<file path="config.mk">
export PLATFORM = sky130hd
export DESIGN_NAME = seq_mag_comparator_flat
export DESIGN_NICKNAME = d
export VERILOG_FILES = /design/src/rtl/seq_mag_comparator_if.sv /design/src/rtl/seq_mag_comparator.sv /design/src/flat_wrapper.sv
export SDC_FILE = /design/constraint.sdc
export NUM_CORES = 1
export LEC_CHECK = 0
export CORE_MARGIN = 8
export CORE_UTILIZATION = 30
export CTS_BUF_LIST = sky130_fd_sc_hd__clkbuf_4 sky130_fd_sc_hd__clkbuf_8
export DETAILED_ROUTE_END_ITERATION = 16
export GPL_TIMING_DRIVEN = 0
export PLACE_DENSITY_LB_ADDON = 0.1
export SETUP_SLACK_MARGIN = 0.05
export SLEW_MARGIN = 5
export SYNTH_ARGS = -nofsm -noshare
export SYNTH_HDL_FRONTEND = slang
export SYNTH_SLANG_ARGS = --single-unit
</file>
<file path="constraint.sdc">
create_clock -name clk -period 3.7 [get_ports clk]
set_clock_uncertainty 0.1 [all_clocks]
set_input_delay 0.555 -clock clk [delete_from_list [all_inputs] [get_ports clk]]
set_output_delay 0.555 -clock clk [all_outputs]
set_load 0.03 [all_outputs]
</file>
<file path="src/rtl/seq_mag_comparator_if.sv">
// seq_mag_comparator_if: operand, cascade and start/busy/done bundle for the digit-serial comparator
interface seq_mag_comparator_if #(parameter int WIDTH = 16);
   logic start, signed_mode, g_in, e_in, l_in;
   logic busy, done, g_out, e_out, l_out;
   logic [WIDTH-1:0] a, b;
   modport master(output start, signed_mode, a, b, g_in, e_in, l_in,
                  input busy, done, g_out, e_out, l_out);
   modport slave(input start, signed_mode, a, b, g_in, e_in, l_in,
                 output busy, done, g_out, e_out, l_out);
endinterface

</file>
<file path="src/rtl/seq_mag_comparator.sv">
// seq_mag_comparator: MSB-first digit-serial magnitude comparator with 74x85-style cascade
module seq_mag_comparator #(
   parameter int WIDTH      = 16,
   parameter int DIGIT      = 4,
   parameter int EARLY_EXIT = 1
) (
   input logic clk,
   input logic rst,
   seq_mag_comparator_if.slave bus
);
   localparam int NDIG = WIDTH / DIGIT;
   localparam int IW = NDIG > 1 ? $clog2(NDIG) : 1;
   localparam logic [0:0] IDLE = 1'b0, RUN = 1'b1;
   logic [0:0] state;
   logic [IW-1:0] idx;
   logic [WIDTH-1:0] ra, rb;
   logic rs, rg, re, rl, found, dir_gt, done, g, e, l;
   logic [DIGIT-1:0] flip, da, db;
   logic neq, gt, hit, hgt, finish;
   // Inverting the sign bit maps two's complement onto unsigned order
   always_comb begin
      flip = '0;
      flip[DIGIT-1] = rs && idx == IW'(NDIG - 1);
      da = ra[idx*DIGIT +: DIGIT] ^ flip;
      db = rb[idx*DIGIT +: DIGIT] ^ flip;
      neq = da != db;
      gt = da > db;
      hit = found || neq;
      hgt = found ? dir_gt : gt;
      finish = (EARLY_EXIT != 0 && neq) || idx == '0;
   end
   always_ff @(posedge clk) begin
      if (rst) begin
         state <= IDLE;
         done <= 1'b0;
         found <= 1'b0;
         {g, e, l} <= 3'b000;
      end else begin
         done <= 1'b0;
         if (state == IDLE) begin
            if (bus.start) begin
               ra <= bus.a;
               rb <= bus.b;
               rs <= bus.signed_mode;
               {rg, re, rl} <= {bus.g_in, bus.e_in, bus.l_in};
               idx <= IW'(NDIG - 1);
               found <= 1'b0;
               state <= RUN;
            end
         end else if (finish) begin
            g <= hit ? hgt : ~re & ~rl;
            e <= ~hit & re;
            l <= hit ? ~hgt : ~re & ~rg;
            done <= 1'b1;
            state <= IDLE;
         end else begin
            idx <= idx - IW'(1);
            if (neq && !found) begin
               found <= 1'b1;
               dir_gt <= gt;
            end
         end
      end
   end
   assign bus.busy = state == RUN;
   assign bus.done = done;
   assign bus.g_out = g;
   assign bus.e_out = e;
   assign bus.l_out = l;
endmodule

</file>
<file path="src/flat_wrapper.sv">
// flat-port wrapper written by rule: the top's interface ports become plain ports
module seq_mag_comparator_flat 
#(
   parameter int WIDTH      = 16,
   parameter int DIGIT      = 4,
   parameter int EARLY_EXIT = 1
)
  (clk, rst, bus_start, bus_signed_mode, bus_a, bus_b, bus_g_in, bus_e_in, bus_l_in, bus_busy, bus_done, bus_g_out, bus_e_out, bus_l_out);
  seq_mag_comparator_if #(.WIDTH(WIDTH)) bus_i ();
  input logic clk;
  input logic rst;
  input wire logic [$bits(bus_i.start)-1:0] bus_start;
  input wire logic [$bits(bus_i.signed_mode)-1:0] bus_signed_mode;
  input wire logic [$bits(bus_i.a)-1:0] bus_a;
  input wire logic [$bits(bus_i.b)-1:0] bus_b;
  input wire logic [$bits(bus_i.g_in)-1:0] bus_g_in;
  input wire logic [$bits(bus_i.e_in)-1:0] bus_e_in;
  input wire logic [$bits(bus_i.l_in)-1:0] bus_l_in;
  output wire logic [$bits(bus_i.busy)-1:0] bus_busy;
  output wire logic [$bits(bus_i.done)-1:0] bus_done;
  output wire logic [$bits(bus_i.g_out)-1:0] bus_g_out;
  output wire logic [$bits(bus_i.e_out)-1:0] bus_e_out;
  output wire logic [$bits(bus_i.l_out)-1:0] bus_l_out;
  assign bus_i.start = bus_start;
  assign bus_i.signed_mode = bus_signed_mode;
  assign bus_i.a = bus_a;
  assign bus_i.b = bus_b;
  assign bus_i.g_in = bus_g_in;
  assign bus_i.e_in = bus_e_in;
  assign bus_i.l_in = bus_l_in;
  assign bus_busy = bus_i.busy;
  assign bus_done = bus_i.done;
  assign bus_g_out = bus_i.g_out;
  assign bus_e_out = bus_i.e_out;
  assign bus_l_out = bus_i.l_out;
  seq_mag_comparator #(.WIDTH(WIDTH), .DIGIT(DIGIT), .EARLY_EXIT(EARLY_EXIT)) u_core (.clk(clk), .rst(rst), .bus(bus_i));
endmodule
</file>
==> metrics.md, run 1 <==
| Metric | Value |
|---|---|
| Slowest-stage cell, CP | clkbuf_1 |
| Total grt overflow | 0 |
| RSZ-0062 raised after global routing | no |
| Worst slack at placement | 0.817 ns |
| Adder-Cell Fraction of Synth Area | 0.0417 |
| Final instance area | 2460 um2 |
| Initial antenna violation count | 0 |
| GPL Wtd Cong | 0.709 |
| I/O pin cnt | 44 |
| Share of the synthesized area in the top cell type | 0.651 |
| Worst reg-to-reg setup slack | 0.89 ns |
| Register area share after synthesis | 0.718 |
| Synth warn | 0 |
| Crit path largest cell delay | 0.47 ns |
| Overall routing resource usage | 0.0873 |
| Worst-path clk slew | 0.08 ns |
| Fillcell total | 543 |
| Gate power share | 0.112 |
| CP Capture Type | flip-flop |
| Status | finished, final reports clean |
| CP arrival | 2.94 ns |
| Final setup violation count | 0 |
| Crit path launch type | flip-flop |
| Worst path cell trace | clkbuf_1, mux4_2, xnor2_1, ha_1, nand4_4, o21ai_1, or4_1, a21oi_1 |
| Max clock buf depth | 2 |
| Largest family of logic cells by synthesized area | multiplexers |
| Crit share post-route | 0.759 |
| Average size of a mapped cell | 17.5 um2 |
| Setup bufs post-CTS | 0 |
| Clk_lat worst skew | 0.29 ns |
| Pleak | 0.000863 uW |
| PostCTS Resize Cnt | 0 |
| DRC viols | 0 |
| Syn Nets | 148 |
| Commonest cells post-synth | edfxtp_1 (39), mux4_2 (8), inv_1 (7) |
| Vias in the first global route | 1160 |
| Total wire length | 3420 um |
| Mapped Area | 1800 um2 |
| Slew Viols, Final | 0 |
| Yosys cell types | 26 |
| CTS tree | done |
| Synth Register Bits | 45 |
| IR drop worst, VDD | 0.147 mV |
| Area leader, netlist | edfxtp_1 |
| Worst slew margin | 0.605 |
| Max FO, Critical Path | 9 |
| PwrDens | 434 nW/um2 |
| DR WL/cell | 14.9 um |
| Die width | 93.4 um |
| Clock power share | 0.340 |
| Row cnt | 28 |
| Count leader, synth | edfxtp_1 |
| Die Y | 93.4 um |
| Hold_buf cts | 0 |
| Period minus WS final | 2.81 ns |
| Setup CP Type | reg2reg |
| Worst-Margin Slew | 0.593 ns |
| P_int | 852 uW |
| Die area | 8730 um2 |
| Number of DRC markers in iteration 0 | 35 |
| Clock Sinks | 45 |
| Asr flop ratio synth | 0 |
| P&R area growth vs syn | 36.6% |
| Top FF cell, synth | edfxtp_1 |
| DP HPWL | 2530 um |
| DP Area | 2350 um2 |
| Worst setup margin | 0.893 ns |
| N_diodes | 0 |
| Hold Vio Cnt, Final | 0 |
| Max Cap Viol | 0 |
| Via count | 1018 |
| Worst Hold Class | reg2reg |
| Antenna Nets Post-Route | 0 |
| Layout cell share with drive strength beyond 1 | 0.136 |
| Compound-Gate Fraction of Synth Area | 0.0466 |
| Setup TNS | 0 ns |
| Simple-Gate Fraction of Synth Area | 0.0598 |
| First-pass DRT Iterations | 4 |
| Mux share of post-synthesis cell area | 0.100 |
| Sequential Power Share | 0.548 |
| Synth area leaders | edfxtp_1 (65%), mux4_2 (10%), dfxtp_1 (6.7%) |
| Post-layout nets | 198 |
| WP data required | 3.83 ns |
| Area share of xor/xnor cells in the synthesized design | 0.00974 |
| IO buf count | 42 |
| First-pass GRT wire length | 5780 um |
| Largest net degree at the start of global routing | 26 |
| Initial Utilization | 0.308 |
| Cells after Synth | 103 |
| Switch share | 0.202 |
| DR vias/cell | 4.45 |
| Max Clk Rate | 0.356 GHz |
| Switching pwr | 215 uW |
| Total power | 1070 uW |
| Htree depth | 2 |
| Inserted Clock Buffers | 5 |
| Number of synthesized flops with an enable pin | 39 |
| Root Buffer | clkbuf_8 |
| Core ar. | 5850 um2 |
-- layout make-up --
type	count	area [um2]	share of cell area
Sequential cell	45	1290	0.525
Multi-Input combinational cell	48	475	0.193
Timing Repair Buffer	43	448	0.182
Tap cell	75	93.8	0.0382
Clock buffer	6	76.3	0.0310
Clock inverter	2	33.8	0.0137
Inverter	7	26.3	0.0107
Buffer	3	13.8	0.00560
-- state kept, by name (all words and copies together) (netlist names) --
signal            count
u_core.bus.busy       1
u_core.bus.done       1
u_core.bus.e_out      1
u_core.bus.g_out      1
u_core.bus.l_out      1
u_core.dir_gt         1
u_core.found          1
u_core.idx            2
u_core.ra            16
u_core.rb            16
u_core.re             1
u_core.rg             1
u_core.rl             1
u_core.rs             1
-- final timing paths --
kind,start,cells past startpoint,endpoint
worst max register to register,u_core.idx[1]$_SDFFCE_PN1P_,8,u_core.bus.e_out$_SDFFE_PP0P_
worst min-delay path,u_core.bus.e_out$_SDFFE_PP0P_,2,u_core.bus.e_out$_SDFFE_PP0P_
worst min register to register,u_core.bus.e_out$_SDFFE_PP0P_,2,u_core.bus.e_out$_SDFFE_PP0P_
worst max-delay path,u_core.idx[1]$_SDFFCE_PN1P_,8,u_core.bus.e_out$_SDFFE_PP0P_
-- critical path: cells and delay by family, from the launching register on --
kind	cells	cell delay, ns
muxes	1	0.41
DFF	1	0.36
and+or+nand+nor	2	0.59
adders and majority gates	1	0.36
buffers and inverters	1	0.47
xor gates and xnor gates	1	0.15
AOI/OAI and AO/OA	2	0.30
-- per-layer routing --
metal / global-route usage / share of wire / vias to the layer above
li1: - / - / 490
met1: 0.0969 / 0.40 / 490
met2: 0.143 / 0.51 / 31
met3: 0.0353 / 0.064 / 7
met4: 0.0403 / 0.019 / 0
met5: 0 / 0 / -
-- cells by family after synthesis --
group / Yosys count
adder cells (fa/ha/maj): 6
buffers and inverters: 10
AO/OA/AOI/OAI: 13
multiplexers: 8
other: 1
flip-flops: 45
XOR/XNOR: 2
AND/OR/NAND/NOR: 18
-- per-stage QoR --
step | utilization | hold WS (ns) | std cells
after floorplan | - | 0.412 | 103
after global placement | 0.395 | 0.339 | 220
after detailed placement | 0.401 | 0.349 | 221
after CTS | 0.420 | 0.359 | 229
after global routing | 0.420 | 0.385 | 229
final | 0.420 | 0.355 | 229
-- placed cells by master (no fill, tap or decap), drive strengths merged, types with 2 or more instances in the layout --
master          n
nand2           5
nor2b           3
a21oi           6
dfxtp           6
inv             7
buf             2
o31ai           2
clkdlybuf4s50  42
ha              6
nor2            5
mux4            8
edfxtp         39
clkbuf          8
-- power by group through the flow --
| stage | Clock, uW | Combinational, uW | Sequential [uW] |
|---|---|---|---|
| floorplan | 0 | 50.6 | 602 |
| global placement | 0 | 112 | 597 |
| detailed placement | 0 | 120 | 597 |
| CTS | 378 | 121 | 586 |
| global route | 398 | 131 | 588 |
| finish | 363 | 119 | 585 |
No activity file was read; power rests on OpenSTA's default activity.
==> inputs of run 2 (changes only) <==
==> constraint.sdc (replaced) <==
create_clock -name clk -period 2.9 [get_ports clk]
set_clock_uncertainty 0.1 [all_clocks]
set_input_delay 0.435 -clock clk [delete_from_list [all_inputs] [get_ports clk]]
set_output_delay 0.435 -clock clk [all_outputs]
set_load 0.03 [all_outputs]
==> run 2 against run 1 <==
Effect of this change: hold slack worse by 0.011 ns; critical path depth unchanged; final cell count stayed put; critical endpoint is now u_core.idx[0]$_SDFFCE_PN1P_; highest routed layer unchanged; via count fell by 0.69%.
==> metrics.md, run 2 (same netlist as run 1, synthesis figures left out) <==
| Metric | Value |
|---|---|
| Max Cap Viol | 0 (unchanged) |
| Top delay family on crit path | multiplexers |
| P&R area growth vs syn | 37.1% |
| I/O pin cnt | 44 (unchanged) |
| Total grt overflow | 0 (unchanged) |
| Crit path largest cell delay | 0.54 ns (+0.07 ns) |
| DR vias/cell | 4.41 (-0.69%) |
| Root Buffer | clkbuf_8 |
| Row cnt | 28 (unchanged) |
| Status | finished, final reports clean |
| IR drop worst, VDD | 0.187 mV (+27%) |
| Clk_lat worst skew | 0.29 ns (about the same) |
| GPL Wtd Cong | 0.709 (unchanged) |
| Setup TNS | 0 ns (unchanged) |
| Post-layout nets | 198 (unchanged) |
| Hold_sp | rst |
| DP HPWL | 2530 um (unchanged) |
| Initial Utilization | 0.308 (unchanged) |
| Slowest-stage cell, CP | mux4_2 |
| Slew Viols, Final | 0 (unchanged) |
| Pleak | 0.000868 uW (+0.54%) |
| WP buf/inv | 1 (unchanged) |
| Hold Vio Cnt, Final | 0 (unchanged) |
| Max FO, Critical Path | 10 (+1) |
| Crit share post-route | 0.908 (+0.150) |
| Inserted Clock Buffers | 5 (unchanged) |
| Die width | 93.4 um (unchanged) |
| WP data required | 2.78 ns (-1.05 ns) |
| Layout cell share with drive strength beyond 1 | 0.149 (+0.0130) |
| CTS tree | done |
| PwrDens | 553 nW/um2 (+27%) |
| Final setup violation count | 0 (unchanged) |
| Crit path launch type | flip-flop |
| IO buf count | 42 (unchanged) |
| Antenna Nets Post-Route | 0 (unchanged) |
| Via count | 1011 (-0.69%) |
| Worst-path clk slew | 0.08 ns (about the same) |
| DRC viols | 0 (unchanged) |
| N_diodes | 0 (unchanged) |
| Worst Hold Class | in2reg |
| CP startpoint | u_core.idx[0]$_SDFFCE_PN1P_ |
| CP Capture Type | flip-flop |
| Die Y | 93.4 um (unchanged) |
| Total power | 1360 uW (+28%) |
| Overall routing resource usage | 0.0873 (unchanged) |
| Total wire length | 3420 um (-0.18%) |
| First-pass GRT wire length | 5780 um (unchanged) |
| Cell count after placement | 221 (unchanged) |
| Htree depth | 2 (unchanged) |
| DR WL/cell | 14.9 um (-0.18%) |
| RSZ-0062 raised after global routing | no |
| Initial antenna violation count | 0 (unchanged) |
| Clock Sinks | 45 (unchanged) |
| Fillcell total | 542 (-0.18%) |
| Core ar. | 5850 um2 (unchanged) |
| Crit path top cell by count | nor2_1 |
| Hold_ws | 0.344 ns (-0.0106 ns) |
| Biggest regs | u_core.ra: 16 flops, u_core.rb: 16 flops, u_core.idx: 2 flops |
| Worst path cell trace | buf_4, mux4_2, xor2_1, ha_1, nand4_4, nor2_1, a21oi_1, nor2_1 |
| Most common library cell in the layout ignoring fill and taps | clkdlybuf4s50_1 |
| Fin cells | 229 (unchanged) |
| Max Clk Rate | 0.380 GHz (+6.6%) |
| Number of DRC markers in iteration 0 | 25 (-29%) |
| Period minus WS final | 2.63 ns (-0.173 ns) |
| Worst reg-to-reg setup slack | 0.27 ns (-0.63 ns) |
| Setup CP Type | reg2reg |
| Max clock buf depth | 2 (unchanged) |
| CP arrival | 2.51 ns (-0.43 ns) |
| Vias in the first global route | 1160 (unchanged) |
| Die area | 8730 um2 (unchanged) |
| Critical R2R Launch | u_core.idx[0]$_SDFFCE_PN1P_ |
| Hold_buf cts | 0 (unchanged) |
| Most frequent cells in the layout | clkdlybuf4s50_1 (42), edfxtp_1 (39), mux4_2 (8) |
| First-pass DRT Iterations | 4 (unchanged) |
| Largest net degree at the start of global routing | 26 (unchanged) |
-- run 2: path summary, 6_finish.rpt --
kind / end / cells after the start
setup reg to reg: u_core.idx[0]$_SDFFCE_PN1P_ / 8
hold / removal: u_core.bus.e_out$_SDFFE_PP0P_ / 2
setup / recovery: u_core.idx[0]$_SDFFCE_PN1P_ / 8
hold reg to reg: u_core.bus.e_out$_SDFFE_PP0P_ / 2
-- run 2: metal layers --
metal / share of wire / global-route usage
met1: 0.40 / 0.0969
met2: 0.51 / 0.143
met3: 0.063 / 0.0353
met4: 0.019 / 0.0403
met5: 0 / 0
-- run 2: metrics by stage --
stage,cell area (um2),worst slack [ns],util
CTS,2460,0.161,0.421
global route,2470,0.105,0.422
finish,2470,0.266,0.422
detailed placement,2350,0.0172,0.401
floorplan,1800,0.0728,-
global placement,2310,-1.00,0.395
-- run 2: final cells by class --
| cell class | count | area, um2 | share of cell area |
|---|---|---|---|
| Inverter | 7 | 26.3 | 0.0107 |
| Multi-Input combinational cell | 48 | 479 | 0.194 |
| Tap cell | 75 | 93.8 | 0.0381 |
| Timing Repair Buffer | 43 | 448 | 0.182 |
| Clock buffer | 6 | 76.3 | 0.0309 |
| Buffer | 3 | 17.5 | 0.00710 |
| Clock inverter | 2 | 33.8 | 0.0137 |
| Sequential cell | 45 | 1290 | 0.524 |
-- run 2: power breakdown --
part           switching (uW)  total, uW  internal, uW
clock network             200        464           264
registers                9.97        747           737
logic                    64.6        152          87.7
-- run 2: what timing repair did --
action | CTS | global route
endpoints found under the setup margin | 1 | 2
setup buffers | 0 | 0
pin swaps | 0 | 0
resized for setup | 2 | 1
-- run 2: worst reg2reg max path, stage by stage, from the launching register on --
cell      delay, ns
edfxtp_1       0.36
buf_4          0.23
mux4_2         0.54
xor2_1         0.16
ha_1           0.36
nand4_4        0.16
nor2_1         0.12
a21oi_1        0.08
nor2_1         0.21
